--- src/rtl/srl_delay_ctrl_pkg.sv ---
// Shared constants and state encoding for the SRL16E delay controller.
// Imported by the controller and by any block that decodes its state.
package srl_delay_ctrl_pkg;

  localparam int SRL_DEPTH = 16;

  typedef enum logic {
    FLUSH = 1'b0,
    RUN   = 1'b1
  } state_t;

endpackage

--- src/rtl/srl_delay_ctrl.sv ---
// Tap/enable controller for an external SRL16E parallel shifter bank.
// Flushes the shifter after every delay change, then flags valid once filled.
module srl_delay_ctrl
  import srl_delay_ctrl_pkg::*;
#(
  parameter int         WIDTH      = 19,
  parameter logic [3:0] DELAY_INIT = 4'd0,
  parameter int         FLUSH_LEN  = SRL_DEPTH
) (
  input  logic             clock,
  input  logic             reset,
  input  logic             delay_wr,
  input  logic [3:0]       delay_in,
  input  logic             hold,
  input  logic [WIDTH-1:0] d_in,
  input  logic [WIDTH-1:0] srl_q,
  output logic             srl_ce,
  output logic [3:0]       srl_adr,
  output logic [WIDTH-1:0] srl_d,
  output logic [WIDTH-1:0] q_out,
  output logic             q_valid,
  output logic             busy,
  output logic [3:0]       delay_cur
);

  localparam logic [3:0] FLUSH_LAST = 4'(FLUSH_LEN - 1);

  state_t     state;
  logic [3:0] adr_r;
  logic [3:0] flush_cnt;
  logic [4:0] fill_cnt;
  logic [4:0] fill_tgt;
  logic       filled;

  assign fill_tgt = {1'b0, adr_r} + 5'd1;
  assign filled   = (state == RUN) && (fill_cnt == fill_tgt);

  assign srl_ce    = !hold;
  assign srl_adr   = adr_r;
  assign delay_cur = adr_r;
  assign srl_d     = (state == RUN) ? d_in : '0;
  assign q_valid   = filled && !hold;
  assign q_out     = q_valid ? srl_q : '0;
  assign busy      = !filled;

  // Flush always covers all taps, so stale data beyond the new tap is cleared too
  always_ff @(posedge clock) begin
    if (reset) begin
      state     <= FLUSH;
      adr_r     <= DELAY_INIT;
      flush_cnt <= '0;
      fill_cnt  <= '0;
    end else if (delay_wr) begin
      state     <= FLUSH;
      adr_r     <= delay_in;
      flush_cnt <= '0;
      fill_cnt  <= '0;
    end else if (!hold) begin
      unique case (state)
        FLUSH: begin
          flush_cnt <= flush_cnt + 4'd1;
          if (flush_cnt == FLUSH_LAST) begin
            state    <= RUN;
            fill_cnt <= '0;
          end
        end
        RUN: begin
          if (fill_cnt != fill_tgt)
            fill_cnt <= fill_cnt + 5'd1;
        end
      endcase
    end
  end

endmodule

--- config.mk ---
export PLATFORM = sky130hd
export DESIGN_NAME = srl_delay_ctrl
export DESIGN_NICKNAME = d
export VERILOG_FILES = /design/src/rtl/srl_delay_ctrl_pkg.sv /design/src/rtl/srl_delay_ctrl.sv
export SDC_FILE = /design/constraint.sdc
export NUM_CORES = 1
export LEC_CHECK = 0
export CORE_ASPECT_RATIO = 0.8
export CORE_MARGIN = 2
export CORE_UTILIZATION = 35
export CTS_CLUSTER_SIZE = 28
export DETAILED_ROUTE_END_ITERATION = 8
export GPL_ROUTABILITY_DRIVEN = 0
export GPL_TIMING_DRIVEN = 0
export PLACE_DENSITY = 0.95
export SKIP_CTS_REPAIR_TIMING = 1
export SYNTH_ARGS = -nofsm -noshare
export SYNTH_HDL_FRONTEND = slang
export SYNTH_SLANG_ARGS = --single-unit
--- constraint.sdc ---
create_clock -name clock -period 4.7 [get_ports clock]
set_input_delay 0.47 -clock clock [delete_from_list [all_inputs] [get_ports clock]]
set_output_delay 0.47 -clock clock [all_outputs]
set_load 0.005 [all_outputs]
# After elaboration in Yosys (flattened, before gate mapping)
# Cells that the tools add are included.
dict set report word_totals {
  elab_cells 28
  register_bits 14
  out_inout_bits 49
}
dict set report op_classes {
  mux 7
  addsub 3
  bitwise 2
  eq_ne 5
  reduce_logical 7
}
# op n
set ops {}
lappend ops {{19-bit two-way mux} 2}
lappend ops {{5-bit two-way mux} 2}
lappend ops {{5-bit case mux with 2 select lines} 1}
lappend ops {{4-bit by 1-bit adder with 5-bit output (second input constant)} 1}
lappend ops {{5-bit by 1-bit adder with 5-bit output (second input constant)} 1}
lappend ops {{5-bit equality test} 1}
lappend ops {{5-bit != test} 1}
lappend ops {{4-bit by 1-bit adder with 4-bit output (second input constant)} 1}
lappend ops {{4-bit equality test (second input constant)} 1}
lappend ops {{3-bit AND reduction} 1}
lappend ops {{1-bit logical AND} 2}
lappend ops {{1-bit logical NOT} 2}
lappend ops {{1-bit two-way mux} 2}
lappend ops {{2-bit by 1-bit != test with 1-bit output (second input constant)} 1}
lappend ops {{2-bit != test (second input constant)} 1}
lappend ops {{1-bit NOT} 2}
lappend ops {{2-bit AND reduction} 1}
lappend ops {{2-bit OR reduction} 1}

# Longest topological paths before layout
dict set report logic_depth {
  depth_word 5
  depth_mapped 8
}

# Worst setup path after synthesis
# No wires, ideal clock.
dict set report synth_timing {
  kind {register to output}
  startpoint {reg adr_r[0] (netlist: delay_cur[0])}
  endpoint {out q_out[10]}
  t_arrival_ps 1771
  t_required_ps 4230
  path_stages_with_launch 8
  setup_slack_ps 2459
  path_cell_list {dfxtp_1 -> ha_1 -> xnor2_1 -> o211ai_2 -> a211oi_4 -> and3_4 -> buf_6 -> and2_1}
}
dict set report synth_via {
  elab_chain_cells 5
}
# item line
set synth_lines {}
lappend synth_lines {{from (decl)} srl_delay_ctrl.sv:29} ;# logic [3:0] adr_r;
lappend synth_lines {{from (signal assigned)} srl_delay_ctrl.sv:55} ;# adr_r <= delay_in;
lappend synth_lines {{4-bit by 1-bit adder with 5-bit output} srl_delay_ctrl.sv:35} ;# assign fill_tgt = {1'b0, adr_r} + 5'd1;
lappend synth_lines {{5-bit equality test} srl_delay_ctrl.sv:36} ;# assign filled = (state == RUN) && (fill_cnt == fill_tgt);
lappend synth_lines {{1-bit logical AND} srl_delay_ctrl.sv:36}
lappend synth_lines {{1-bit logical AND} srl_delay_ctrl.sv:42} ;# assign q_valid = filled && !hold;
lappend synth_lines {{named net q_valid} srl_delay_ctrl.sv:21} ;# output logic q_valid,
lappend synth_lines {{19-bit two-way mux} srl_delay_ctrl.sv:43} ;# assign q_out = q_valid ? srl_q : '0;
lappend synth_lines {{to (decl)} srl_delay_ctrl.sv:20} ;# output logic [WIDTH-1:0] q_out,
# The timed path passes the listed nets, and every way through them passes these cells.

# Final worst setup path
dict set report layout_timing {
  startpoint {reg adr_r[0] (netlist: delay_cur[0])}
  endpoint {out q_out[16]}
}
dict set report layout_via {
  elab_chain_cells 5
}
# item line
set layout_lines {}
lappend layout_lines {{4-bit by 1-bit adder with 5-bit output} srl_delay_ctrl.sv:35}
lappend layout_lines {{5-bit equality test} srl_delay_ctrl.sv:36}
lappend layout_lines {{1-bit logical AND} srl_delay_ctrl.sv:36}
lappend layout_lines {{1-bit logical AND} srl_delay_ctrl.sv:42}
lappend layout_lines {{19-bit two-way mux} srl_delay_ctrl.sv:43}
# Every way passes these cells.

==> key figures <==
Run status
  • Status: completed

Route
  • 1st-pass router iterations: 4
  • Via/cell ratio: ~4.9
  • Final WL: 3.323 mm
  • Final ANT Viol Nets: 0
  • DRC Markers: 0
  • Iter 0 DRT Violations: 25
  • Routed vias: between 1000 and 1500
  • WL/cell: approximately 12 um

Timing
  • TNS Setup: 0 ps
  • Setup-failing EPs final: 0
  • RSZ-0062 raised after global routing: false
  • Final setup skew: approximately 4.9 ps
  • Crit path time final: approximately 3200 ps
  • Fin. Hold Viols: 0
  • FMAX: 0.3105 GHz
  • Worst hold slack: 519.4 ps
  • Period utilization: 68.52%
  • Setup ws final: around 1500 ps
  • Pins Over Slew Limit: 0
  • Worst slew pin tran: slightly above 500 ps
  • Rel. slew slack: 65.95%

Yosys
  • Post-synth top area cell: dfxtp_1
  • Synth Flop Type: dfxtp_1
  • Synth cell types: 32
  • Syn_nets: between 150 and 200
  • #FFs+latches synth: 14
  • Gate Count Post-Synth: about 140
  • Synth area leaders: dfxtp_1, and2_1, mux2i_1, ha_1, nor2_1
  • Syn Area/Cell: between 7 and 8 um2
  • EDFF count, synth: 0
  • Yosys warns: 0
  • Async SR Flop Fraction: 0%
  • Synthesized area: ~1100 um2
  • Share of the synthesized area in the top cell type: 24.92%
  • Register area share after synthesis: roughly a quarter

Critical path
  • Critical Path RT: between 4000 and 5000 ps
  • Crit path launch: delay_cur[0]$_SDFFE_PP0P_
  • Buf/Inv on CP: 2
  • Worst R2R End: fill_cnt[1]$_SDFFE_PP0P_
  • Crit path largest cell delay: a little over 500 ps
  • Crit-path cells: ha_1 > xnor2_1 > o211ai_2 > a211oi_4 > and3_4 > buf_6 > and2_1 > clkdlybuf4s50_1
  • CP Depth: 8
  • CP max FO: 10
  • R2R Path Start: delay_cur[0]$_SDFFE_PP0P_
  • Worst Path Arrival: roughly 2800 ps
  • R2R setup slack: 2720 ps
  • Number of cells on the worst reg-to-reg path: 6
  • Startpoint Class: flip-flop
  • Slowest cell on crit path: clkdlybuf4s50_1
  • Worst Setup EP: q_out[16]
  • Crit path max-delay family: buffers and inverters
  • CP Class: flip-flop to output port
  • CP endpoint kind: output port

CTS
  • Clock slew at reported path FFs: approximately 60 ps
  • Num CTS Buffers: 3
  • Root Driver: clkbuf_8
  • Clock tree sinks: 14
  • H-tree Lvls: 1
  • CTS tree: done
  • Worst skew pair latency: ~250 ps
  • CTS max path bufs: 2

Cells and area
  • Final design utilization: 70.03%
  • Post-layout nets: slightly below 300
  • Share of layout cells above drive strength 1: 7.917%
  • Most common cell after layout, fill and taps aside: clkdlybuf4s50_1
  • Most frequent cells in the layout: clkdlybuf4s50_1, and2_1, dfxtp_1
  • Multi-input logic area: around 750 um2
  • Area Growth Syn to Fin: 92.10%
  • Fill count: ~250
  • N_diodes: 0
  • Finished Cell Area: approximately 2200 um2
  • Sequential Area: between 200 and 300 um2
  • Final non-filler cell total: 280

Pwr
  • Pwr dens: 143.0 nW/um2
  • Peak VDD IR: 0.1186 mV
  • Internal: around 0.24 mW
  • Post-route total power: between 0.3 and 0.4 mW
  • Leak: roughly 0.83 nW
  • Fraction of power consumed by sequential logic: 40.6%
  • Combinational share of power: 21.5%
  • Clock network power share: about 38%
  • Sw frac: between 20% and 30%
  • Total net switching power: 0.06499 mW

Place
  • Port bufs: between 90 and 100
  • Post-DP Area: 2106 um2
  • Placed Cells: roughly 280
  • Post-DP HPWL: between 2 and 3 mm
  • Setup slack at placement: 1813 ps

GRT
  • Initial antenna violation count: 0
  • Total congestion overflow: 0
  • Global-route wire length before repair: roughly 5 mm
  • Vias in the first global route: roughly 1200
  • Overall Global Routing Usage: a little under a fifth
  • Largest net degree at the start of global routing: 11

Flow run
  • Max-cap violations: 0

Floorplan
  • Die X: 67.38 um
  • Core area: a little over 3000 um2
  • Row count: 18
  • Initial core utilization: 36.46%
  • Die area: 3686 um2
  • I/O pin cnt: 95
  • Die height: 54.71 um

Worst hold path
  • Hold Path Class: flip-flop to flip-flop
logic make-up (layout without fill, tap and decap cells):
family                     after synthesis  after routing  synth area share, %
AOI/OAI and AO/OA                       16             16                10.90
buffers and inverters                   16            113                8.231
and+or+nand+nor                         81             81                41.16
muxes                                    6              6                5.339
adders and majority gates                3              3                3.337
xor gates and xnor gates                 7              7                6.119
DFF                                     14             14                24.92
routing by layer:
| metal | wire length (um) | track usage (%) |
|---|---|---|
| met1 | 1265 | 18.32 |
| met2 | 1615 | 33.99 |
| met3 | 388 | 5.761 |
| met4 | 53 | 9.864 |
| met5 | 0 | 0 |
cell usage after synthesis (4+ instances only):
cell	count
nand2_1	8
clkbuf_1	6
and3_1	4
mux2i_1	6
dfxtp_1	14
buf_4	4
and2_1	38
nor2_1	10
nand3_1	5
nand4_1	5
registers in the layout, indices dropped and copies added (netlist names):
| signal | flops |
|---|---|
| delay_cur | 4 |
| fill_cnt | 5 |
| flush_cnt | 4 |
| state | 1 |
tightest hold or removal path: stages (launching register included):
cell	delay, ps
dfxtp_1	350
nand2_1	70
mux2i_1	50
final cells by class:
class	count	share of cell area, %
Tap cell	40	2.316
Inverter	2	0.3474
Multi-Input combinational cell	113	34.80
Timing Repair Buffer	93	43.08
Buffer	14	3.937
Sequential cell	14	12.97
Clock buffer	4	2.548
power groups by stage:
stage	clock [mW]	sequential, mW	combinational, mW
final	0.117	0.125	0.0664
after global placement	0	0.128	0.0648
after floorplan	0	0.127	0.0189
after detailed placement	0	0.128	0.0663
after global routing	0.125	0.126	0.0711
after CTS	0.120	0.125	0.0667
worst min-delay path by stage:
| stage | start | endpoint | slack (ps) | cells after the start |
|---|---|---|---|---|
| after CTS | fill_cnt[0]$_SDFFE_PP0P_ | fill_cnt[0]$_SDFFE_PP0P_ | 520 | 2 |
| after global placement | flush_cnt[1]$_SDFFE_PP0P_ | flush_cnt[1]$_SDFFE_PP0P_ | 490 | 2 |
| final | fill_cnt[0]$_SDFFE_PP0P_ | fill_cnt[0]$_SDFFE_PP0P_ | 520 | 2 |
| after global routing | flush_cnt[1]$_SDFFE_PP0P_ | flush_cnt[1]$_SDFFE_PP0P_ | 560 | 2 |
| after floorplan | flush_cnt[1]$_SDFFE_PP0P_ | flush_cnt[1]$_SDFFE_PP0P_ | 470 | 2 |
| after detailed placement | flush_cnt[1]$_SDFFE_PP0P_ | flush_cnt[1]$_SDFFE_PP0P_ | 500 | 2 |
(Power assumes the default switching activity.)
